$ cat src/rtl/contra_input_pkg.sv
// Shared definitions for the player keyboard input path: game states,
// keycode bit positions, PS/2 scan codes and the frame receiver states.
package contra_input_pkg;

  // Game state encodings
  localparam logic [1:0] GS_MENU = 2'd0;
  localparam logic [1:0] GS_PLAY = 2'd1;
  localparam logic [1:0] GS_DEAD = 2'd2;
  localparam logic [1:0] GS_WIN  = 2'd3;

  // Bit positions inside keycode / held bits
  localparam int KEY_LEFT  = 0;
  localparam int KEY_RIGHT = 1;
  localparam int KEY_UP    = 2;
  localparam int KEY_DOWN  = 3;
  localparam int KEY_JUMP  = 4;

  // Scan codes (set 2)
  localparam logic [7:0] SC_EXT       = 8'hE0;
  localparam logic [7:0] SC_BREAK     = 8'hF0;
  localparam logic [7:0] SC_LEFT      = 8'h1C;
  localparam logic [7:0] SC_RIGHT     = 8'h23;
  localparam logic [7:0] SC_UP        = 8'h1D;
  localparam logic [7:0] SC_DOWN      = 8'h1B;
  localparam logic [7:0] SC_JUMP      = 8'h29;
  localparam logic [7:0] SC_EXT_LEFT  = 8'h6B;
  localparam logic [7:0] SC_EXT_RIGHT = 8'h74;
  localparam logic [7:0] SC_EXT_UP    = 8'h75;
  localparam logic [7:0] SC_EXT_DOWN  = 8'h72;

  // Frame receiver states
  typedef enum logic [1:0] {
    FRM_IDLE  = 2'd0,
    FRM_SHIFT = 2'd1,
    FRM_CHECK = 2'd2
  } frameState_t;

  // True when the 8 data bits plus the parity bit hold an odd number of ones
  function automatic logic oddParity(input logic [8:0] bits);
    return ^bits;
  endfunction

  // One-hot key mask for a make/break code; all zero for unmapped codes.
  // Extended codes (after E0) only map the cursor-block arrows.
  function automatic logic [4:0] mapKey(input logic [7:0] code, input logic ext);
    logic [4:0] m;
    m = 5'b00000;
    if (ext) begin
      case (code)
        SC_EXT_LEFT:  m[KEY_LEFT]  = 1'b1;
        SC_EXT_RIGHT: m[KEY_RIGHT] = 1'b1;
        SC_EXT_UP:    m[KEY_UP]    = 1'b1;
        SC_EXT_DOWN:  m[KEY_DOWN]  = 1'b1;
        default:      m = 5'b00000;
      endcase
    end else begin
      case (code)
        SC_LEFT:  m[KEY_LEFT]  = 1'b1;
        SC_RIGHT: m[KEY_RIGHT] = 1'b1;
        SC_UP:    m[KEY_UP]    = 1'b1;
        SC_DOWN:  m[KEY_DOWN]  = 1'b1;
        SC_JUMP:  m[KEY_JUMP]  = 1'b1;
        default:  m = 5'b00000;
      endcase
    end
    return m;
  endfunction

endpackage

$ cat src/rtl/ps2_rx_frame.sv
// PS/2 frame receiver: synchronizes the raw bus, detects keyboard clock
// falling edges, shifts in start/8 data/parity/stop, checks the frame and
// aborts a frame that stalls for TIMEOUT_CYCLES.
module ps2_rx_frame
  import contra_input_pkg::*;
#(
  parameter int TIMEOUT_CYCLES = 100000
) (
  input  logic       Clk,
  input  logic       Reset,
  input  logic       ps2_clk,
  input  logic       ps2_data,
  output logic [7:0] rxByte,
  output logic       rxValid,
  output logic       rxError
);

  localparam int CNT_W = $clog2(TIMEOUT_CYCLES + 1);
  localparam logic [CNT_W-1:0] IDLE_LIMIT = CNT_W'(TIMEOUT_CYCLES - 1);

  logic [1:0]       clkSync;
  logic [1:0]       dataSync;
  logic             clkPrev;
  logic             fallPulse;
  logic             dataBit;
  frameState_t      state;
  logic [9:0]       shiftReg;
  logic [3:0]       bitCnt;
  logic [CNT_W-1:0] idleCnt;

  assign fallPulse = clkPrev & ~clkSync[1];
  assign dataBit   = dataSync[1];

  // Two-flop synchronizers (idle-high bus) plus delayed clock for edge detect
  always_ff @(posedge Clk or negedge Reset) begin
    if (!Reset) begin
      clkSync  <= 2'b11;
      dataSync <= 2'b11;
      clkPrev  <= 1'b1;
    end else begin
      clkSync  <= {clkSync[0], ps2_clk};
      dataSync <= {dataSync[0], ps2_data};
      clkPrev  <= clkSync[1];
    end
  end

  // Frame FSM: bits arrive LSB first and shift right, so after the stop bit
  // shiftReg holds {stop, parity, data[7:0]}
  always_ff @(posedge Clk or negedge Reset) begin
    if (!Reset) begin
      state    <= FRM_IDLE;
      shiftReg <= 10'd0;
      bitCnt   <= 4'd0;
      idleCnt  <= {CNT_W{1'b0}};
      rxByte   <= 8'h00;
      rxValid  <= 1'b0;
      rxError  <= 1'b0;
    end else begin
      rxValid <= 1'b0;
      rxError <= 1'b0;
      case (state)
        FRM_IDLE: begin
          idleCnt <= {CNT_W{1'b0}};
          bitCnt  <= 4'd0;
          if (fallPulse && !dataBit) begin
            shiftReg <= 10'd0;
            state    <= FRM_SHIFT;
          end
        end
        FRM_SHIFT: begin
          if (fallPulse) begin
            idleCnt  <= {CNT_W{1'b0}};
            shiftReg <= {dataBit, shiftReg[9:1]};
            if (bitCnt == 4'd9) begin
              state <= FRM_CHECK;
            end else begin
              bitCnt <= bitCnt + 4'd1;
            end
          end else if (idleCnt == IDLE_LIMIT) begin
            rxError  <= 1'b1;
            shiftReg <= 10'd0;
            state    <= FRM_IDLE;
          end else begin
            idleCnt <= idleCnt + {{(CNT_W-1){1'b0}}, 1'b1};
          end
        end
        FRM_CHECK: begin
          if (shiftReg[9] && oddParity(shiftReg[8:0])) begin
            rxByte  <= shiftReg[7:0];
            rxValid <= 1'b1;
          end else begin
            rxError <= 1'b1;
          end
          shiftReg <= 10'd0;
          state    <= FRM_IDLE;
        end
        default: begin
          state <= FRM_IDLE;
        end
      endcase
    end
  end

endmodule

$ cat src/rtl/player_key_decoder.sv
// Player keyboard decoder: turns accepted PS/2 scan bytes into held-key
// bits (with E0/F0 prefix handling) and presents them as a gated, registered
// keycode with opposing directions cancelled.
module player_key_decoder
  import contra_input_pkg::*;
#(
  parameter int TIMEOUT_CYCLES = 100000
) (
  input  logic       Clk,
  input  logic       Reset,
  input  logic       ps2_clk,
  input  logic       ps2_data,
  input  logic [1:0] gameState,
  output logic [4:0] keycode,
  output logic       keyPress,
  output logic [7:0] scanByte,
  output logic       scanValid,
  output logic       frameError
);

  logic [4:0] held;
  logic       extPend;
  logic       brkPend;
  logic [4:0] keyMask;
  logic [4:0] resolved;
  logic [4:0] gated;

  ps2_rx_frame #(
    .TIMEOUT_CYCLES(TIMEOUT_CYCLES)
  ) uRx (
    .Clk     (Clk),
    .Reset   (Reset),
    .ps2_clk (ps2_clk),
    .ps2_data(ps2_data),
    .rxByte  (scanByte),
    .rxValid (scanValid),
    .rxError (frameError)
  );

  assign keyMask = mapKey(scanByte, extPend);

  // Prefix flags and held-bit tracking, one cycle after each accepted byte
  always_ff @(posedge Clk or negedge Reset) begin
    if (!Reset) begin
      held    <= 5'b00000;
      extPend <= 1'b0;
      brkPend <= 1'b0;
    end else if (frameError) begin
      extPend <= 1'b0;
      brkPend <= 1'b0;
    end else if (scanValid) begin
      if (scanByte == SC_EXT) begin
        extPend <= 1'b1;
      end else if (scanByte == SC_BREAK) begin
        brkPend <= 1'b1;
      end else begin
        extPend <= 1'b0;
        brkPend <= 1'b0;
        if (brkPend) begin
          held <= held & ~keyMask;
        end else begin
          held <= held | keyMask;
        end
      end
    end
  end

  // Cancel opposing directions and blank everything outside PLAY
  always_comb begin
    resolved = held;
    if (held[KEY_LEFT] && held[KEY_RIGHT]) begin
      resolved[KEY_RIGHT:KEY_LEFT] = 2'b00;
    end else begin
      resolved[KEY_RIGHT:KEY_LEFT] = held[KEY_RIGHT:KEY_LEFT];
    end
    if (held[KEY_UP] && held[KEY_DOWN]) begin
      resolved[KEY_DOWN:KEY_UP] = 2'b00;
    end else begin
      resolved[KEY_DOWN:KEY_UP] = held[KEY_DOWN:KEY_UP];
    end
    if (gameState == GS_PLAY) begin
      gated = resolved;
    end else begin
      gated = 5'b00000;
    end
  end

  // Registered player outputs
  always_ff @(posedge Clk or negedge Reset) begin
    if (!Reset) begin
      keycode  <= 5'b00000;
      keyPress <= 1'b0;
    end else begin
      keycode  <= gated;
      keyPress <= |gated;
    end
  end

endmodule
$ cat config.mk
export PLATFORM = sky130hd
export DESIGN_NAME = player_key_decoder
export DESIGN_NICKNAME = d
export VERILOG_FILES = /design/src/rtl/contra_input_pkg.sv /design/src/rtl/ps2_rx_frame.sv /design/src/rtl/player_key_decoder.sv
export SDC_FILE = /design/constraint.sdc
export NUM_CORES = 1
export LEC_CHECK = 0
export CAP_MARGIN = 20
export CORE_UTILIZATION = 45
export DETAILED_ROUTE_END_ITERATION = 6
export HOLD_SLACK_MARGIN = 0.05
export PLACE_DENSITY = 0.68
export SETUP_SLACK_MARGIN = 0.5
export SYNTH_ARGS = -nofsm -noshare
export SYNTH_HDL_FRONTEND = slang
export SYNTH_SLANG_ARGS = --single-unit
$ cat constraint.sdc
create_clock -name Clk -period 5.4 [get_ports Clk]
set_clock_uncertainty 0.2 [all_clocks]
set_input_delay 1.62 -clock Clk [delete_from_list [all_inputs] [get_ports Clk]]
set_output_delay 1.62 -clock Clk [all_outputs]
set_load 0.03 [all_outputs]
==> results.py <==
metrics = {
    "outcome": {
        "status": "finished, violations left",
        "violations": "DRC",
    },
    "yosys": {
        "ys_types": 55,
        "yosys_warnings": 0,
        "syn_nets": 308,
        "syn_inst": 295,
        "yosys.area_share.simple_pct": 19.43,
        "synth-seq-cells": 61,
        "syn_area_um2": 3045,
        "synth-edff-count": 0,
        "synth_top_family_by_area": "simple AND/OR/NAND/NOR gates",
        "synth_compound_area_share_pct": 14.01,
        "yosys-mux-area-fraction_pct": 5.957,
        "synthArstFlopShare_pct": 100.0,
        "synth_seq_area_share_pct": 50.33,
        "synthFlopType": "dfrtp_1",
        "synthXorXnorAreaFrac_pct": 4.150,
        "postSynthAreaPerCell_um2": 10.32,
        "synth_adder_area_share_pct": 2.876,
    },
    "sta": {
        "period_share_pct": 62.10,
        "rsz0062_at_grt": "no",
        "worstMarginPinSlew_ps": 866.7,
        "setup_viol": 0,
        "fin_ws_ps": 2047,
        "hold_viol": 0,
        "maxSlewHeadroom_pct": 42.22,
        "period_minus_slack_ps": 3353,
        "drv_slew": 0,
        "tns_ps": 0,
        "fmax_ghz": 0.2982,
    },
    "clocking": {
        "clock_latency_ps": 350,
        "numCtsBuffers": 9,
        "cts.sinks": 61,
        "cts_tree": "yes",
        "cts_buffer_depth": 2,
        "h-tree-depth": 3,
        "postCtsHoldBufs": 0,
        "cts_root_buf": "clkbuf_8",
        "ctsResizeCount": 0,
        "path_clk_slew_ps": 80,
        "post_cts_buffers": 0,
    },
    "critical_path": {
        "critPathKind": "reg -> out",
        "critPathSlowestCell": "clkdlybuf4s50_1",
        "crit_chain": "clkdlybuf4s50_1",
        "r2r_cells": 7,
        "cp-end-kind": "output pin",
        "worst-path-stages": 1,
        "worstPathArrival_ps": 1530,
        "critPathTopFamily": "buffers and inverters",
        "critPathBufInv": 1,
        "max_stage_delay_ps": 710,
        "cp_max_fo": 7,
        "crit_path_start_kind": "flip-flop",
        "crit_required_ps": 3580,
    },
    "job": {
        "drv_cap": 0,
    },
    "drt": {
        "drt_wl_total_um": 5978,
        "viasPerCell": 5.624,
        "final_antenna_net_count": 0,
        "dr.pass1.iters": 6,
        "drc": 4,
        "via_count": 2272,
        "drt-initial-drc-count": 111,
        "post_drt_wl_per_cell_um": 14.80,
    },
    "floorplanning": {
        "initial_core_util_pct": 47.15,
        "die_x_um": 84.27,
        "row_count": 29,
        "die_h_um": 84.27,
        "num_io_pins": 22,
        "dieArea_um2": 7101,
        "coreArea_um2": 6459,
    },
    "final_layout": {
        "final_util_pct": 54.24,
        "regArea_um2": 1533,
        "nFillCells": 578,
        "area_growth_pct": 15.04,
        "drive_gt1_share_pct": 11.62,
        "multi_input_area_um2": 1414,
        "fin_nets": 335,
        "n_antenna_cell": 0,
        "instances_no_fill": 404,
    },
    "power_and_ir_drop": {
        "finalPower_mw": 1.102,
        "p_sw_share_pct": 34.49,
        "netSwitchingPower_mw": 0.3800,
        "vdd_drop_max_v": 0.0002600,
        "p_comb_share_pct": 20.9,
        "p_clk_share_pct": 32.5,
        "leakagePower_nw": 1.523,
        "p_int_mw": 0.7217,
        "power_density_nw_per_um2": 314.5,
        "sequentialPowerShare_pct": 46.6,
    },
    "grt": {
        "grt_pass1_vias": 2220,
        "grt-ovfl-total": 0,
        "grt_max_degree": 40,
        "antenna_found_initial": 0,
        "gr-max-usage-layer": "met2",
        "gr-usage-met2_pct": 29.51,
        "grtUsageMet1_pct": 23.33,
        "grt_first_pass_wirelength_um": 10220,
        "grt_util_met3_pct": 5.998,
        "grt_usage_pct": 18.32,
    },
    "placed_design": {
        "routabilityCongestion": 0.8155,
        "place_inst": 387,
        "place_hpwl_um": 4067,
        "dp_slack_ps": 2279,
        "port-buffer-count": 21,
    },
    "worst_hold_path": {
        "min_path_cells": 0,
        "hold_path.class": "reg -> reg",
    },
}
[final timing paths]
| path | slack, ps | startpoint | end |
|---|---|---|---|
| max reg2reg | 2840 | uRx.state[1]$_DFFE_PN0P_ | uRx.idleCnt[2]$_DFFE_PN0P_ |
| max in group asynchronous | 2990 | Reset | uRx.rxByte[2]$_DFFE_PN0P_ |
| max | 2050 | uRx.rxByte[0]$_DFFE_PN0P_ | scanByte[0] |
| min | 160 | uRx.clkSync[0]$_DFF_PN1_ | uRx.clkSync[1]$_DFF_PN1_ |
| min reg2reg | 160 | uRx.clkSync[0]$_DFF_PN1_ | uRx.clkSync[1]$_DFF_PN1_ |
| min in group asynchronous | 1190 | Reset | uRx.rxByte[7]$_DFFE_PN0P_ |
[through the flow]
| step | cell area, um2 | hold WS [ps] |
|---|---|---|
| after floorplan | 3045 | 145.2 |
| after detailed placement | 3319 | 148.5 |
| after global routing | 3503 | 160.9 |
| final | 3503 | 156.4 |
| after global placement | 3319 | 148.9 |
| after CTS | 3496 | 158.3 |
[power groups by stage]
| stage | Sequential, mW | Clock [mW] | Combinational (mW) |
|---|---|---|---|
| after floorplan | 0.513 | 0 | 0.166 |
| after global placement | 0.518 | 0 | 0.219 |
| after detailed placement | 0.520 | 0 | 0.224 |
| after CTS | 0.512 | 0.370 | 0.226 |
| after global routing | 0.516 | 0.388 | 0.260 |
| final | 0.513 | 0.358 | 0.231 |
[state kept, by name, summed over array words and instances (netlist names), named ones only]
name / flops
brkPend: 1
extPend: 1
keyPress: 1
keycode: 5
uRx.bitCnt: 4
uRx.clkPrev: 1
uRx.clkSync: 2
uRx.dataSync: 2
uRx.idleCnt: 17
uRx.rxByte: 8
uRx.rxError: 1
uRx.rxValid: 1
uRx.shiftReg: 10
uRx.state: 2
[Yosys cell counts, types with 2 or more instances]
| library cell | count | area share (%) |
|---|---|---|
| nand3_1 | 7 | 1.2 |
| xnor2_1 | 5 | 1.4 |
| ha_1 | 7 | 2.9 |
| nand2_1 | 39 | 4.8 |
| nor3_1 | 8 | 1.3 |
| nand4_1 | 5 | 1.0 |
| or4_1 | 2 | 0.49 |
| a22o_1 | 3 | 0.86 |
| nand4b_1 | 2 | 0.58 |
| nor2_1 | 9 | 1.1 |
| nand3b_1 | 3 | 0.74 |
| mux2i_1 | 5 | 1.6 |
| o22ai_1 | 3 | 0.62 |
| a31oi_1 | 3 | 0.62 |
| o31ai_1 | 4 | 0.99 |
| nand2b_1 | 2 | 0.41 |
| a21oi_1 | 13 | 2.1 |
| clkbuf_1 | 5 | 0.62 |
| dfrtp_1 | 56 | 46 |
| a21o_1 | 2 | 0.49 |
| nor4_1 | 4 | 0.82 |
| o21ai_0 | 30 | 4.9 |
| and3_1 | 4 | 0.82 |
| or3_1 | 4 | 0.82 |
| and3b_1 | 2 | 0.58 |
| mux2_4 | 8 | 3.9 |
| inv_1 | 17 | 2.1 |
| and4_1 | 3 | 0.86 |
| xor2_1 | 5 | 1.4 |
| a211oi_1 | 4 | 0.99 |
| dfstp_2 | 5 | 4.3 |
| nor2b_1 | 3 | 0.62 |
[cell type report]
| cell class | count | area share (%) |
|---|---|---|
| Multi-Input combinational cell | 210 | 40.36 |
| Tap cell | 77 | 2.750 |
| Sequential cell | 61 | 43.75 |
| Clock inverter | 7 | 1.500 |
| Clock buffer | 9 | 3.536 |
| Timing Repair Buffer | 23 | 6.286 |
| Inverter | 17 | 1.821 |
[cells in the final DEF (no fill, tap or decap), types with 7 or more instances in the layout]
master           instances
dfrtp_1                 56
nand2_1                 39
o21ai_0                 30
clkdlybuf4s50_1         20
inv_1                   17
a21oi_1                 13
nor2_1                   9
clkbuf_8                 9
nor3_1                   8
mux2_4                   8
nand3_1                  7
ha_1                     7
[kinds of logic after synthesis]
kind of cell | after synthesis
simple gates | 107
compound gates | 70
flops | 61
buf+inv | 24
mux | 14
xor+xnor | 12
fa+ha+maj | 7
[per-layer routing]
metal	vias up	routed length, um
met5	-	0
met4	0	74
met3	7	228
met2	39	2861
met1	1105	2813
li1	1121	-
(Power assumes the default switching activity.)
